$ cat config.mk
export PLATFORM = sky130hd
export DESIGN_NAME = alu_arbiter
export DESIGN_NICKNAME = d
export VERILOG_FILES = /design/src/rtl/alu_arbiter.sv
export SDC_FILE = /design/constraint.sdc
export NUM_CORES = 1
export LEC_CHECK = 0
export ABC_AREA = 1
export CAP_MARGIN = 10
export CORE_ASPECT_RATIO = 0.6
export CORE_MARGIN = 2
export CORE_UTILIZATION = 38
export DETAILED_ROUTE_END_ITERATION = 8
export HOLD_SLACK_MARGIN = 0.1
export PLACE_DENSITY_LB_ADDON = 0.2
export SLEW_MARGIN = 10
export SYNTH_ARGS = -nofsm -noshare
export SYNTH_HDL_FRONTEND = slang
export SYNTH_SLANG_ARGS = --single-unit
$ cat constraint.sdc
create_clock -name clk -period 1.5 [get_ports clk]
set_input_delay 0.3 -clock clk [delete_from_list [all_inputs] [get_ports clk]]
set_output_delay 0.3 -clock clk [all_outputs]
set_load 0.005 [all_outputs]
$ cat src/rtl/alu_arbiter.sv
// Two-client arbiter/sequencer for the shared registered ALU: one operation in flight, result returned per client.
// Build option: define ALU_ARB_RR_EN for round-robin grant; otherwise fixed priority with client 0 winning ties.
//
// state   | meaning
// IDLE    | waiting for a request; winner's ready asserted combinationally
// BUSY    | ALU inputs held, cnt counts down the ALU latency
// RESP    | result held on rsp_data, waiting for the granted client's rsp_ready
module alu_arbiter #(
    parameter int WIDTH = 16,
    parameter int LAT   = 1
) (
    input  logic             clk,
    input  logic             rst,
    input  logic             req0_valid,
    output logic             req0_ready,
    input  logic [WIDTH-1:0] req0_in0,
    input  logic [WIDTH-1:0] req0_in1,
    input  logic [2:0]       req0_opcode,
    input  logic             req1_valid,
    output logic             req1_ready,
    input  logic [WIDTH-1:0] req1_in0,
    input  logic [WIDTH-1:0] req1_in1,
    input  logic [2:0]       req1_opcode,
    output logic             rsp0_valid,
    input  logic             rsp0_ready,
    output logic             rsp1_valid,
    input  logic             rsp1_ready,
    output logic [WIDTH-1:0] rsp_data,
    output logic             rsp_overflow,
    output logic [WIDTH-1:0] alu_in0,
    output logic [WIDTH-1:0] alu_in1,
    output logic [2:0]       alu_opcode,
    input  logic [WIDTH-1:0] alu_out,
    input  logic             alu_overflow,
    output logic             busy
);

    typedef enum logic [1:0] {
        ST_IDLE = 2'd0,
        ST_BUSY = 2'd1,
        ST_RESP = 2'd2
    } state_t;

    localparam logic [3:0] LAT_CNT = 4'(LAT);

    state_t     state;
    state_t     state_nxt;
    logic [3:0] cnt;
    logic       grant_id;
    logic       last;
    logic       sel;
    logic       accept;
    logic       capture;
    logic       rsp_done;
    logic       rsp_ready_sel;

`ifdef ALU_ARB_RR_EN
    always_comb begin
        sel = 1'b0;
        if (req0_valid && req1_valid) begin
            sel = ~last;
        end else if (req1_valid) begin
            sel = 1'b1;
        end
    end
`else
    // last is kept up to date so both builds share one datapath; only round-robin reads it
    logic unused_last;
    assign unused_last = last;

    always_comb begin
        sel = ~req0_valid;
    end
`endif

    assign rsp_ready_sel = grant_id ? rsp1_ready : rsp0_ready;
    assign busy          = (state != ST_IDLE);

    always_ff @(posedge clk) begin
        if (rst) begin
            state <= ST_IDLE;
        end else begin
            state <= state_nxt;
        end
    end

    always_comb begin
        state_nxt  = state;
        req0_ready = 1'b0;
        req1_ready = 1'b0;
        rsp0_valid = 1'b0;
        rsp1_valid = 1'b0;
        accept     = 1'b0;
        capture    = 1'b0;
        rsp_done   = 1'b0;
        case (state)
            ST_IDLE: begin
                // requests are never granted while reset is asserted
                if (!rst && (req0_valid || req1_valid)) begin
                    accept     = 1'b1;
                    req0_ready = ~sel;
                    req1_ready = sel;
                    state_nxt  = ST_BUSY;
                end
            end
            ST_BUSY: begin
                if (cnt == 4'd0) begin
                    capture   = 1'b1;
                    state_nxt = ST_RESP;
                end
            end
            ST_RESP: begin
                rsp0_valid = ~grant_id;
                rsp1_valid = grant_id;
                if (rsp_ready_sel) begin
                    rsp_done  = 1'b1;
                    state_nxt = ST_IDLE;
                end
            end
            default: begin
                state_nxt = ST_IDLE;
            end
        endcase
    end

    always_ff @(posedge clk) begin
        if (rst) begin
            cnt          <= 4'd0;
            grant_id     <= 1'b0;
            last         <= 1'b1;
            alu_in0      <= '0;
            alu_in1      <= '0;
            alu_opcode   <= 3'd0;
            rsp_data     <= '0;
            rsp_overflow <= 1'b0;
        end else begin
            if (accept) begin
                grant_id   <= sel;
                cnt        <= LAT_CNT;
                alu_in0    <= sel ? req1_in0 : req0_in0;
                alu_in1    <= sel ? req1_in1 : req0_in1;
                alu_opcode <= sel ? req1_opcode : req0_opcode;
            end else if (state == ST_BUSY && cnt != 4'd0) begin
                cnt <= cnt - 4'd1;
            end
            if (capture) begin
                rsp_data     <= alu_out;
                rsp_overflow <= alu_overflow;
            end
            if (rsp_done) begin
                last <= grant_id;
            end
        end
    end

endmodule

**Word level (Yosys, flattened, before mapping)**

Index checks and enable logic that the tools add are counted.

- $add $sub $neg: 1
- $mul: 0
- Divide/modulo/power cells: 0
- Order comparisons: 0
- Equality and inequality tests: 5
- Shifts and indexed selects: 0
- Mux-type cells: 20
- Bitwise gates (word level): 2
- Reduce and logical (&&, ||, !) cells: 11

Operators with widths:

| cell | number |
|---|---|
| $mux 16 | 2 |
| $mux 1 | 13 |
| $mux 2 | 3 |
| $ne 2x2->1 const B | 3 |
| $pmux 2 s3 | 1 |
| $logic_not 4->1 | 1 |
| $reduce_bool 2->1 | 2 |
| $reduce_bool 4->1 | 1 |
| $sub 4x1->4 const B | 1 |
| $mux 3 | 1 |
| $reduce_and 3->1 | 1 |
| $eq 2x1->1 const B | 1 |
| $eq 2x2->1 const B | 1 |
| $logic_and 1x1->1 | 2 |
| $logic_not 2->1 | 1 |
| $not 1->1 | 2 |
| $reduce_or 2->1 | 1 |
| $logic_not 1->1 | 1 |
| $logic_or 1x1->1 | 1 |

- Register bits after elaboration: 59
- Latch bits: 0
- Memory bits (writable): 0
- Bits in read-only memories: 0
- Input bits: 93
- Output and inout port bits: 57
- Word-level logic and storage cells: 48
- Memories kept: 0

**Depth between registers and ports, before layout**

- Depth in word-level cells: 5
- Depth in mapped cells: 8
- Depth with buffers taken out: 7

**Worst setup path after synthesis**

Ideal clock, no wire load.

- Kind: reg2reg
- From: register cnt[0]
- To: register rsp_data[10]
- Library setup time: 0.116 ns
- Arrival time: 1.104 ns
- Data required time: 1.384 ns
- Slack: 0.280 ns
- Cell stages (with the launch flop): 7
- Buffers on the path: 1
- Period minus slack after synthesis: 1.220 ns
- Path through: dfxtp_1 -> inv_1 -> ha_1 -> nand3_2 -> buf_2 -> o21ai_0 -> nor2_1

- Cells in the longest elaborated chain, start to end: 3

RTL lines:

| item | line | source |
|---|---|---|
| start: declaration | 48 | `logic [3:0] cnt;` |
| start signal: assignment | 144 | `cnt <= cnt - 4'd1;` |
| $logic_not 4->1 | 107 | `if (cnt == 4'd0) begin` |
| $mux 1 | 107 |  |
| $mux 1 | 96 | `case (state)` |
| end signal: assignment | 147 | `rsp_data <= alu_out;` |
| end: declaration | 28 | `output logic [WIDTH-1:0] rsp_data,` |

No other way between the ends.
A chain may end at the register's enable or synchronous reset.

**Worst setup path in the final report**

- From: register state[1]
- To: output req1_ready

- Cells in the longest elaborated chain, start to end: 2

RTL lines:

| item | line | source |
|---|---|---|
| start: declaration | 46 | `state_t state;` |
| start signal: assignment | 83 | `state <= state_nxt;` |
| $logic_not 2->1 | 96 |  |
| $mux 1 | 96 |  |
| end: declaration | 20 | `output logic req1_ready,` |

No other way between the ends.

==> implementation parameters <==
Parameter                              Value

Yosys
  Synth warn    0
  Mean instance size in the synthesized netlist    6.56 µm²
  Syn nets    between 400 and 500
  Portion of synthesized cell area occupied by the leading cell type    approximately 45%
  Most frequent cells after synthesis    192 x sky130_fd_sc_hd__nand2_1, 59 x sky130_fd_sc_hd__dfxtp_1, 42 x sky130_fd_sc_hd__nor2_1, 41 x sky130_fd_sc_hd__a21oi_1, 17 x sky130_fd_sc_hd__o21ai_0
  Share of synthesized registers carrying an async set or reset    0%
  Number of flops mapped to enable cells by yosys    0
  Synthesized netlist cell count    a little under 400
  Total standard cell area after synthesis    0.00261 mm²
  Top cell type by total area after synthesis    sky130_fd_sc_hd__dfxtp_1
  Synth Flop Type    sky130_fd_sc_hd__dfxtp_1
  Portion of the post-synthesis area used by sequential elements    45.3%
  Most frequent cell after synthesis    sky130_fd_sc_hd__nand2_1
  Synthesis-stage register bit count    between 50 and 60
  Cell types occupying the most area after synthesis    sky130_fd_sc_hd__dfxtp_1 45%, sky130_fd_sc_hd__nand2_1 28%, sky130_fd_sc_hd__a21oi_1 7.9%, sky130_fd_sc_hd__nor2_1 6.0%, sky130_fd_sc_hd__o21ai_0 3.3%
  Count of unique library cells instantiated by Yosys    19

Route
  DRT Wirelength    8190 µm
  DR pass1 iterations    4
  Overall via count from detail_route    3014
  Number of nets still failing antenna checks after routing    0
  Remaining design rule violation count    0
  Wire per inst    12.8 µm
  Routed vias/inst    around 4.7
  Initial DRC count    159

Floorplanning
  Core area    about 0.0066 mm²
  Die Outline Area    about 0.0076 mm²
  Effective utilization at floorplan    39.2%
  Die height    roughly 68 µm
  Die W    111 µm
  I/O pins    150
  Standard-cell row count    23

Flow run
  MaxCap Viol Count    0

Placement
  Detailed placer's ending HPWL    slightly below 6000 µm
  Area after detailed placement    0.00418 mm²
  Worst slack after detailed placement    -493 ps
  Port bufs    149
  Final RePlAce weighted congestion    0.783

Hold path
  Worst min-delay path category    reg2reg

Power and ir drop
  PwrDens    1010 mW/mm²
  Worst IR drop on VDD    roughly 0.00054 V
  Static Leak    2.21 nW

CTS
  TritonCTS clock tree    done
  H-Tree Level Count    3
  Maximum count of clock buffers along a single path    2
  CTS hold repair buffers    0
  Clock Tree Root    sky130_fd_sc_hd__clkbuf_16
  Reg clk slew, reported paths    around 50 ps
  Inserted Clock Buffers    9
  Clk sinks    59
  Clock latency of the later-clocked register in the worst-skew pair    about 320 ps

Critical path
  Kind of start point of the critical path    flip-flop
  Crit-path leading delay family    flip-flops
  Crit path largest cell delay    about 320 ps
  Critical path capture point    req1_ready
  Worst setup path startpoint    state[1]
  Worst setup path category    reg2out
  Endpoint type of the worst setup path    output port
  Reg2Reg Launch Point    state[0]
  Internal reg-to-reg setup slack    around 40 ps
  Crit path buf inv count    2
  Data arrival time of the critical path    about 1200 ps
  Depth of the worst register-to-register path    8
  Cell-by-cell trace of the critical path    nor2_2 -> buf_4 -> nand3_4 -> nor2_4 -> buf_2
  Count of cell instances traversed by the critical path    5
  Endpoint of the worst register-to-register path    alu_in0[8]
  Required time at the worst-slack endpoint    about 1200 ps
  Worst path slowest cell    sky130_fd_sc_hd__dfxtp_2
  Maximum fanout along the worst path    2

STA
  RSZ-0062 raised after global routing    yes
  Final Cycle Share    98.8%
  Final max-slew violation count    0
  Clock period minus worst slack    1480 ps
  Worst-case hold slack    between 400 and 500 ps
  Skew final    8.58 ps
  Final count of hold timing violations    0
  Worst setup slack after layout    approximately 19 ps
  Slew at the pin closest to its max-slew limit    around 310 ps
  Final setup vio count    0
  Achievable clock frequency    a little under 700 MHz
  Max-slew headroom at the worst pin    approximately four fifths

Outcome
  Outcome    finished clean

Global route
  Largest net degree at the start of global routing    36
  Remaining Overflow, GRT    0
  Vias in the first global route    between 2000 and 3000
  Wire length of the first global-routing pass    roughly 13000 µm
  Number of antenna violations at the first check in global routing    0
  Total global routing track utilization    21.1%

Finish
  Total inserted antenna cells    0
  Final std cell area, no fill    0.00454 mm²
  Number of nets at the end of the flow    644
  Synthesis-to-finish area growth    74.2%
  Layout cells sized above 1    8.29%
  Final standard cell utilization of the core    slightly below 70%
==> layout make-up <==
type | instances | area (µm²)
inverter | 15 | 57.6
sequential | 59 | 1180
clock inverter | 2 | 10.0
clock buffer | 14 | 264
fill | 571 | 2110
timing repair buffer | 163 | 1650
tap | 87 | 109
multi-input combinational | 302 | 1260
==> placed cells by master (no fill, tap or decap), drive strengths merged <==
cell	count
a21oi	41
nand2	192
nor2	43
o22ai	1
nand3	5
clkinv	3
o21ai	17
clkbuf	16
inv	14
clkdlybuf4s15	1
ha	1
dlymetal6s2s	17
nor3	1
dfxtp	59
xor2	1
buf	16
dlygate4sd2	4
clkdlybuf4s50	123
==> per-stage QoR <==
stage	std cells	total power, mW	TNS, ps
2_1_floorplan	397	2.19	0
3_3_place_gp	624	2.74	-10150
3_5_place_dp	624	2.76	-11580
4_1_cts	641	4.61	-32.6
5_1_grt	642	4.80	-457
6_report	642	4.58	0
==> worst min-delay path by stage <==
stage / startpoint / endpoint / slack (ps) / cells past startpoint
2_1_floorplan: cnt[1] / cnt[1] / 460 / 2
3_3_place_gp: alu_in1[14] / alu_in1[14] / 450 / 2
3_5_place_dp: alu_in0[0] / alu_in0[0] / 460 / 2
4_1_cts: alu_in0[0] / alu_in0[0] / 460 / 2
5_1_grt: alu_opcode[1] / alu_opcode[1] / 480 / 2
6_report: alu_opcode[1] / alu_opcode[1] / 460 / 2
==> flip-flops by register name, indices dropped and copies added (netlist names) <==
signal        flops
alu_in0          16
alu_in1          16
alu_opcode        3
cnt               4
grant_id          1
rsp_data         16
rsp_overflow      1
state             2
==> report_power, final <==
group	internal [mW]	switching [mW]
Combinational	0.565	0.425
Sequential	1.69	0.0640
Clock	1.20	0.639
==> layer usage <==
layer	wire, µm	vias up	global-route usage (%)	part of all wire, %
met4	63	0	4.84	0.77
li1	-	1542	-	-
met1	3480	1375	23.0	42
met2	4000	91	39.4	49
met3	649	6	9.03	7.9
met5	0	-	0	0
==> tightest hold or removal path, cell delays in order, from the launching register on <==
cell and delay (ps):
sky130_fd_sc_hd__dfxtp_1 300, sky130_fd_sc_hd__nand2_1 60, sky130_fd_sc_hd__a21oi_1 50
==> repair_timing <==
action                                 in CTS  in global routing
pin swaps                                   4                  3
setup buffers                               1                  0
cloned                                      0                  1
setup endpoints to repair                  12                 45
endpoints found under the hold margin       0                  0
resized for setup                          24                 24
==> cell families after synthesis <==
| logic type | share of synthesized area (%) |
|---|---|
| DFF | 45.3 |
| AOI/OAI and AO/OA | 11.4 |
| and+or+nand+nor | 35.5 |
| buffers and inverters | 7.01 |
| xor gates and xnor gates | 0.336 |
| adders and majority gates | 0.480 |
(Power assumes the default switching activity.)
